`src/rtl/riscv_mem_arbiter.sv`:
```
`default_nettype none
// ============================================================================
// riscv_mem_arbiter : fetch/data arbiter for one single-port unified memory.
// Optional RISCV_MEMARB_RR_EN selects round-robin instead of data priority.
// Revision: 1.0
// ============================================================================
module riscv_mem_arbiter #(
  parameter int WIDTH   = 64,
  parameter int MEM_LAT = 2
) (
  input  logic             i_riscv_memarb_clk,
  input  logic             i_riscv_memarb_rst,
  input  logic             i_riscv_memarb_if_req,
  input  logic [WIDTH-1:0] i_riscv_memarb_if_addr,
  output logic [31:0]      o_riscv_memarb_if_inst,
  output logic             o_riscv_memarb_if_valid,
  input  logic             i_riscv_memarb_dm_req,
  input  logic             i_riscv_memarb_dm_we,
  input  logic [1:0]       i_riscv_memarb_dm_size,
  input  logic [WIDTH-1:0] i_riscv_memarb_dm_addr,
  input  logic [WIDTH-1:0] i_riscv_memarb_dm_wdata,
  output logic [WIDTH-1:0] o_riscv_memarb_dm_rdata,
  output logic             o_riscv_memarb_dm_valid,
  output logic             o_riscv_memarb_stall_f,
  output logic             o_riscv_memarb_stall_m,
  output logic             o_riscv_memarb_mem_en,
  output logic             o_riscv_memarb_mem_we,
  output logic [1:0]       o_riscv_memarb_mem_size,
  output logic [WIDTH-1:0] o_riscv_memarb_mem_addr,
  output logic [WIDTH-1:0] o_riscv_memarb_mem_wdata,
  input  logic [WIDTH-1:0] i_riscv_memarb_mem_rdata
);

  typedef enum logic [1:0] {
    S_IDLE = 2'd0,
    S_WAIT = 2'd1,
    S_DONE = 2'd2
  } state_t;

  state_t           state;
  state_t           state_next;
  logic             issue;
  logic             grant_data;
  logic [3:0]       lat_cnt;
  logic             owner;
  logic             owner_store;
  logic             owner_word_hi;
  logic [WIDTH-1:0] addr_q;
  logic [WIDTH-1:0] wdata_q;
  logic [1:0]       size_q;
  logic [WIDTH-1:0] issue_addr;
  logic [WIDTH-1:0] issue_wdata;
  logic [1:0]       issue_size;
  logic [31:0]      if_inst_q;
  logic [WIDTH-1:0] dm_rdata_q;
  logic             if_valid_q;
  logic             dm_valid_q;
  logic             unused_addr_bits;

  // Instruction fetches are word aligned; the byte offset carries no information.
  assign unused_addr_bits = ^i_riscv_memarb_if_addr[1:0];

`ifdef RISCV_MEMARB_RR_EN
  logic rr_prio_data;

  always_comb begin
    grant_data = i_riscv_memarb_dm_req & (~i_riscv_memarb_if_req | rr_prio_data);
  end

  // Priority passes to whichever requester was not granted this time.
  always_ff @(posedge i_riscv_memarb_clk or negedge i_riscv_memarb_rst) begin
    if (!i_riscv_memarb_rst) begin
      rr_prio_data <= 1'b1;
    end else if (issue) begin
      rr_prio_data <= ~grant_data;
    end
  end
`else
  always_comb begin
    grant_data = i_riscv_memarb_dm_req;
  end
`endif

  always_ff @(posedge i_riscv_memarb_clk or negedge i_riscv_memarb_rst) begin
    if (!i_riscv_memarb_rst) begin
      state <= S_IDLE;
    end else begin
      state <= state_next;
    end
  end

  always_comb begin
    state_next = state;
    issue      = 1'b0;
    case (state)
      S_IDLE: begin
        if (i_riscv_memarb_if_req | i_riscv_memarb_dm_req) begin
          issue      = 1'b1;
          state_next = S_WAIT;
        end
      end
      S_WAIT: begin
        if (lat_cnt == 4'd0) begin
          state_next = S_DONE;
        end
      end
      S_DONE:  state_next = S_IDLE;
      default: state_next = S_IDLE;
    endcase
  end

  always_comb begin
    issue_addr  = grant_data ? i_riscv_memarb_dm_addr
                             : {i_riscv_memarb_if_addr[WIDTH-1:3], 3'b000};
    issue_size  = grant_data ? i_riscv_memarb_dm_size : 2'b11;
    issue_wdata = grant_data ? i_riscv_memarb_dm_wdata : wdata_q;
  end

  // The issue cycle drives the memory directly; afterwards the last values are held.
  always_ff @(posedge i_riscv_memarb_clk or negedge i_riscv_memarb_rst) begin
    if (!i_riscv_memarb_rst) begin
      lat_cnt       <= 4'd0;
      owner         <= 1'b0;
      owner_store   <= 1'b0;
      owner_word_hi <= 1'b0;
      addr_q        <= '0;
      wdata_q       <= '0;
      size_q        <= 2'b00;
      if_inst_q     <= 32'd0;
      dm_rdata_q    <= '0;
      if_valid_q    <= 1'b0;
      dm_valid_q    <= 1'b0;
    end else begin
      if_valid_q <= 1'b0;
      dm_valid_q <= 1'b0;
      if (issue) begin
        owner         <= grant_data;
        owner_store   <= grant_data & i_riscv_memarb_dm_we;
        owner_word_hi <= i_riscv_memarb_if_addr[2];
        lat_cnt       <= 4'(MEM_LAT - 1);
        addr_q        <= issue_addr;
        size_q        <= issue_size;
        wdata_q       <= issue_wdata;
      end else if (state == S_WAIT) begin
        if (lat_cnt == 4'd0) begin
          if (owner) begin
            dm_valid_q <= 1'b1;
            if (!owner_store) begin
              dm_rdata_q <= i_riscv_memarb_mem_rdata;
            end
          end else begin
            if_valid_q <= 1'b1;
            if_inst_q  <= owner_word_hi ? i_riscv_memarb_mem_rdata[63:32]
                                        : i_riscv_memarb_mem_rdata[31:0];
          end
        end else begin
          lat_cnt <= lat_cnt - 4'd1;
        end
      end
    end
  end

  assign o_riscv_memarb_mem_en    = issue;
  assign o_riscv_memarb_mem_we    = issue & grant_data & i_riscv_memarb_dm_we;
  assign o_riscv_memarb_mem_addr  = issue ? issue_addr : addr_q;
  assign o_riscv_memarb_mem_size  = issue ? issue_size : size_q;
  assign o_riscv_memarb_mem_wdata = issue ? issue_wdata : wdata_q;

  assign o_riscv_memarb_if_inst   = if_inst_q;
  assign o_riscv_memarb_if_valid  = if_valid_q;
  assign o_riscv_memarb_dm_rdata  = dm_rdata_q;
  assign o_riscv_memarb_dm_valid  = dm_valid_q;
  assign o_riscv_memarb_stall_f   = i_riscv_memarb_if_req & ~if_valid_q;
  assign o_riscv_memarb_stall_m   = i_riscv_memarb_dm_req & ~dm_valid_q;

endmodule
`default_nettype wire

```
`config.mk`:
```
export PLATFORM = sky130hd
export DESIGN_NAME = riscv_mem_arbiter
export DESIGN_NICKNAME = d
export VERILOG_FILES = /design/src/rtl/riscv_mem_arbiter.sv
export SDC_FILE = /design/constraint.sdc
export NUM_CORES = 1
export LEC_CHECK = 0
export CELL_PAD_IN_SITES_DETAIL_PLACEMENT = 1
export CELL_PAD_IN_SITES_GLOBAL_PLACEMENT = 1
export CORE_AREA = 2 2 193 195
export CTS_BUF_LIST = sky130_fd_sc_hd__clkbuf_16
export DETAILED_ROUTE_END_ITERATION = 7
export DIE_AREA = 0 0 195 197
export PLACE_DENSITY_LB_ADDON = 0.1
export SKIP_CTS_REPAIR_TIMING = 1
export SYNTH_ARGS = -nofsm -noshare
export SYNTH_HDL_FRONTEND = slang
export SYNTH_SLANG_ARGS = --single-unit
```
`constraint.sdc`:
```
create_clock -name i_riscv_memarb_clk -period 2.87 [get_ports i_riscv_memarb_clk]
set_clock_uncertainty 0.1 [all_clocks]
set_input_delay 0.4305 -clock i_riscv_memarb_clk [delete_from_list [all_inputs] [get_ports i_riscv_memarb_clk]]
set_output_delay 0.4305 -clock i_riscv_memarb_clk [all_outputs]
set_load 0.05 [all_outputs]
```
# Word-level counts from Yosys, hierarchy flattened
# Index checks and enable logic that the tools add are counted.
[totals] ff_bits=237 input_bits=263 output_inout_bits=232
[classes] n_addsub=1 eq_ne=4 mux=23 bitwise=11 n_reduce_logical=7
[ops] operator="two-way mux 64 bit" n=4
[ops] operator="two-way mux 32 bit" n=1
[ops] operator="two-way mux 4 bit" n=3
[ops] operator="two-way mux 1 bit" n=10
[ops] operator="two-way mux 2 bit" n=4
[ops] operator="bitwise AND 1 bit" n=5
[ops] operator="NOT 1 bit" n=5
[ops] operator="AND reduction 5 bit" n=1
[ops] operator="logical NOT 4 bit" n=1
[ops] operator="inequality test 2 bit (second input constant)" n=2
[ops] operator="one-hot mux 2 bit (2 select lines)" n=1
[ops] operator="AND reduction 2 bit" n=2
[ops] operator="AND reduction 4 bit" n=1
[ops] operator="subtractor 4 x 1 -> 4 bit (second input constant)" n=1
[ops] operator="equality test 2 x 1 -> 1 bit (second input constant)" n=1
[ops] operator="logical NOT 2 bit" n=1
[ops] operator="inequality test 2 x 1 -> 1 bit (second input constant)" n=1
[ops] operator="nonzero test 2 bit" n=1
[ops] operator="OR 1 bit" n=1

# Depth between registers and ports, before layout
[depth] ltp_word=5 ltp_mapped=7 mapped_depth_nobuf=5

# Least setup slack after synthesis
# OpenSTA, ideal clock, no wires.
[synth_timing] path_type="input port to output port" from="input i_riscv_memarb_dm_req" to="output o_riscv_memarb_mem_addr[10]" arrival_time_ns=2.265 t_required_ns=2.339 path_slack_ns=0.075 stages=4 cell_sequence="buf_1 buf_2 mux2i_1 o21ai_0"
[synth_via] elab_chain_len=4 elab_cells_between_ends=5 classes_between="4 x mux; 1 x bitwise"
[synth_lines] element="start, declared" line_no="17" source="input logic i_riscv_memarb_dm_req,"
[synth_lines] element="OR 1 bit" line_no="97" source="if (i_riscv_memarb_if_req | i_riscv_memarb_dm_req) begin"
[synth_lines] element="two-way mux 1 bit" line_no="97"
[synth_lines] element="two-way mux 1 bit" line_no="95" source="case (state)"
[synth_lines] element="two-way mux 64 bit *"
[synth_lines] element="end, declared" line_no="29" source="output logic [WIDTH-1:0] o_riscv_memarb_mem_addr,"
# Every way passes the cells marked *; elsewhere a longest branch is shown, timed or not.

# Final worst setup path
[layout_timing] from="register state[1]" to="output o_riscv_memarb_mem_wdata[53]"
[layout_via] elab_chain_len=3
[layout_lines] element="start, declared" line_no="40" source="state_t state;"
[layout_lines] element="start signal, assigned" line_no="88" source="state <= state_next;"
[layout_lines] element="logical NOT 2 bit" line_no="95"
[layout_lines] element="two-way mux 1 bit" line_no="95"
[layout_lines] element="two-way mux 64 bit"
[layout_lines] element="end, declared" line_no="30" source="output logic [WIDTH-1:0] o_riscv_memarb_mem_wdata,"
# No other way between the ends.

==> impl_table.tex <==
\begin{tabular}{lr}
\hline
Metric & Value \\
\hline
\multicolumn{2}{l}{\textbf{Outcome}} \\
Outcome & completed \\
\multicolumn{2}{l}{\textbf{GRT}} \\
Number of antenna violations at the first check in global routing & 3 \\
First-pass GRT wire length & 53.10 mm \\
Number of global-route vias before repair & 8532 \\
Overall fraction of global-route tracks in use & 18.04\% \\
Final global-route overflow total & 0 \\
Maximum number of pins on one net before global-route repair & 81 \\
\multicolumn{2}{l}{\textbf{Clocking}} \\
Maximum buffer depth of the clock tree & 3 \\
Clock latency reported for the late side of the worst-skew pair & $\sim$540 ps \\
Inserted Clock Buffers & 29 \\
Clk pin slew, worst setup/hold paths & 60 ps \\
Clk sinks & 237 \\
TritonCTS clock tree & built \\
H-tree levels & 1 \\
Clk root buf & sky130\_fd\_sc\_hd\_\_clkbuf\_16 \\
\multicolumn{2}{l}{\textbf{Timing}} \\
Setup\_tns & 0 ps \\
Max Clk Rate & 357.6 MHz \\
Max\_slew headroom & 53.58\% \\
Final number of setup-violating endpoints & 0 \\
Number of max-slew violations in the final report & 0 \\
Worst Max-Slew Pin Slew & 696.3 ps \\
Setup repair after global routing missed its margin & false \\
WHS & around 280 ps \\
Minimum clock period after layout & 2796 ps \\
Final clock period utilization by the worst path & 97.43\% \\
Final hold vios & 0 \\
\multicolumn{2}{l}{\textbf{Placement}} \\
Post-DP HPWL & $\sim$26 mm \\
Number of placed cells counting well taps & $\sim$1600 \\
Weighted congestion at the end of routability-driven global placement & around 0.73 \\
Buffers added on ports & slightly below 500 \\
Cell area after placement & 0.01615 mm2 \\
\multicolumn{2}{l}{\textbf{Min path}} \\
Type of the worst min-delay path & in2reg \\
End of the worst hold path & size\_q[0] \\
Hold path depth & 3 \\
Hold path startpoint & i\_riscv\_memarb\_dm\_req \\
\multicolumn{2}{l}{\textbf{Worst setup path}} \\
Critical path's largest stage delay & 490 ps \\
Slowest stage cell on the critical path & sky130\_fd\_sc\_hd\_\_dfrtp\_2 \\
WS Path Type & reg2out \\
Cell with the most instances on the worst path & sky130\_fd\_sc\_hd\_\_buf\_4 \\
Reg-to-reg setup timing slack & 490 ps \\
Worst flop-to-flop path startpoint & lat\_cnt[0] \\
Arrival time of data at the critical path endpoint & 2270 ps \\
Critical path startpoint category & register \\
Cell chain of the critical path & nor3b\_4 > buf\_4 > clkbuf\_16 > mux2\_2 > buf\_4 \\
Cells on worst reg2reg path & 6 \\
Required @ worst endpoint & $\sim$2300 ps \\
Critical path endpoint category & primary output \\
Capture instance of the worst register-to-register path & o\_riscv\_memarb\_dm\_rdata[50] \\
Maximum net fanout on the critical path & 17 \\
\multicolumn{2}{l}{\textbf{Synthesis}} \\
Yosys warns & 0 \\
Synth Area in Compound Gates & just under 7\% \\
Sequential area share after synthesis & 58.15\% \\
Post-synthesis adder-cell area fraction & 0.2454\% \\
Largest cells by area after synthesis & sky130\_fd\_sc\_hd\_\_dfrtp\_1, sky130\_fd\_sc\_hd\_\_mux2\_2, sky130\_fd\_sc\_hd\_\_mux2\_4 \\
Post-Synth Simple-Gate Area & 1.632\% \\
Cells after Synth & 707 \\
Largest family of logic cells by synthesized area & multiplexers \\
Share of flip-flops with an asynchronous set or reset after synthesis & 100.0\% \\
Area share of the leading cell type in the synthesized netlist & 58.15\% \\
Number of enable flip-flop cells after synthesis & 0 \\
Average instance area after synthesis & 14.43 um2 \\
Post-synthesis share of cell area spent on xor and xnor gates & 0\% \\
Mux share of post-synthesis cell area & slightly below 30\% \\
Post-synthesis sequential element count & 237 \\
Post-synthesis cell type count & 34 \\
Most area-hungry cell type in the Yosys netlist & sky130\_fd\_sc\_hd\_\_dfrtp\_1 \\
Main synth FF type & sky130\_fd\_sc\_hd\_\_dfrtp\_1 \\
Post-synth net total & 972 \\
Total standard cell area after synthesis & 0.01020 mm2 \\
\multicolumn{2}{l}{\textbf{Floorplanning}} \\
Die X-Extent & 195 um \\
Count of standard-cell rows & 70 \\
Initial standard-cell utilization of the core & between 20\% and 30\% \\
Ports & roughly 500 \\
Die height & 197 um \\
Floorplan die area & 0.03842 mm2 \\
Area of the core & 0.03626 mm2 \\
\multicolumn{2}{l}{\textbf{Drt}} \\
Post-detailed-route DRC marker count & 0 \\
Number of design-rule violations left by the first detailed-router iteration & 211 \\
Vias after detailed routing & 7751 \\
Mean routed wirelength per cell & 21.19 um \\
Vias per std cell & 4.581 \\
Detailed-route wire length & 35.85 mm \\
Detailed-routing iteration count for the pre-antenna-repair pass & 4 \\
Count of antenna-violating nets left after detailed routing & 0 \\
\multicolumn{2}{l}{\textbf{Power and ir drop}} \\
Internal power consumption & 0.01369 W \\
Leak pwr & 7.415 nW \\
VDD IR-drop max & 783.3 uV \\
Switching part of the total power & 46.72\% \\
Ratio of total power to cell area & 1494 mW/mm2 \\
Reg power frac & between 20\% and 30\% \\
Clock network fraction of total power & between 10 and 15\% \\
Combinational power share & 63.6\% \\
Total net switching power & 0.01200 W \\
\multicolumn{2}{l}{\textbf{Flow run}} \\
\# Max-Cap Violations & 0 \\
\multicolumn{2}{l}{\textbf{Layout}} \\
Final non-filler cell total & 1692 \\
Number of nets in the final layout & 1468 \\
Final design instance area without fill & 0.01720 mm2 \\
Final standard cell utilization of the core & approximately 47\% \\
Area growth from synthesis to final layout & 68.60\% \\
Share of layout cells above drive strength 1 & 33.12\% \\
\hline
\end{tabular}
[power by group through the flow]
stage	clock (W)	combinational, W	sequential [W]
after floorplan	0	0.00747	0.00795
after detailed placement	0	0.0163	0.00571
after global placement	0	0.0162	0.00564
after global routing	0.00396	0.0170	0.00585
after CTS	0.00384	0.0164	0.00567
final	0.00371	0.0163	0.00564
[cells in the mapped netlist (3+ instances only)]
library cell and count:
sky130_fd_sc_hd__mux2_2 134, sky130_fd_sc_hd__buf_2 17, sky130_fd_sc_hd__o21ai_1 11, sky130_fd_sc_hd__mux2i_1 62, sky130_fd_sc_hd__inv_1 4, sky130_fd_sc_hd__clkbuf_1 23
sky130_fd_sc_hd__mux2_4 60, sky130_fd_sc_hd__a22o_1 3, sky130_fd_sc_hd__o21ai_0 115, sky130_fd_sc_hd__nor3_1 4, sky130_fd_sc_hd__buf_12 6, sky130_fd_sc_hd__dfrtp_1 237
[worst max-delay path by stage]
stage / startpoint / endpoint / slack, ps / cells after the start
2_1_floorplan: i_riscv_memarb_dm_req / o_riscv_memarb_mem_addr[10] / 70 / 4
3_3_place_gp: i_riscv_memarb_if_req / o_riscv_memarb_mem_addr[9] / 260 / 5
3_5_place_dp: i_riscv_memarb_if_req / o_riscv_memarb_mem_addr[8] / 220 / 5
4_1_cts: state[0] / o_riscv_memarb_mem_addr[31] / -90 / 5
5_1_grt: state[1] / o_riscv_memarb_mem_wdata[53] / 0.6 / 5
6_report: state[1] / o_riscv_memarb_mem_wdata[53] / 70 / 5
[per-layer routing]
layer,GRT usage [%],wire (um)
met5,0,26
met4,5.344,959
met3,6.759,3175
met2,31.49,17990
met1,20.59,13700
[kinds of logic (layout without fill, tap and decap cells)]
group                    after synthesis  after routing
multiplexers                         256            256
AO/OA/AOI/OAI                        135            135
buffers and inverters                 54            570
AND/OR/NAND/NOR                       23             23
adder cells (fa/ha/maj)                2              2
other                                  0              1
flip-flops                           237            237
[critical path, delay by kind of cell (launching register included)]
| kind | cells | cell delay, ps |
|---|---|---|
| buf+inv | 3 | 630 |
| mux | 1 | 360 |
| flops | 1 | 490 |
| simple gates | 1 | 240 |
[layout by cell type (no fill, tap or decap), types with 8 or more instances in the layout]
cell type,count
sky130_fd_sc_hd__clkdlybuf4s50_1,357
sky130_fd_sc_hd__o21ai_0,103
sky130_fd_sc_hd__clkbuf_16,31
sky130_fd_sc_hd__buf_4,79
sky130_fd_sc_hd__o21ai_1,22
sky130_fd_sc_hd__buf_12,74
sky130_fd_sc_hd__dfrtp_1,235
sky130_fd_sc_hd__mux2i_1,62
sky130_fd_sc_hd__inv_1,8
sky130_fd_sc_hd__mux2_4,60
sky130_fd_sc_hd__mux2_2,134
[stage by stage]
stage                     setup slack, ps  total power [W]
final                               73.64          0.02568
after global routing               0.6195          0.02680
after CTS                          -92.06          0.02590
after detailed placement            221.1          0.02205
after global placement              262.0          0.02189
after floorplan                     74.83          0.01542
[layout make-up]
class,instances,area [um2]
well taps,468,585.6
fillers,3720,19060
clock inverters,22,226.5
diodes,1,2.502
flip-flops and latches,237,5933
multi-input cells,416,3956
clock buffers,29,725.7
repair buffers,515,5751
inverters,4,15.01
[state kept, by name (all words and copies together), names as in the netlist]
name	cells
addr_q	64
o_riscv_memarb_dm_rdata	64
wdata_q	64
o_riscv_memarb_if_inst	32
lat_cnt	4
size_q	2
state	2
o_riscv_memarb_dm_valid	1
o_riscv_memarb_if_valid	1
owner	1
owner_store	1
owner_word_hi	1
Power figures use the tool's default switching activity.
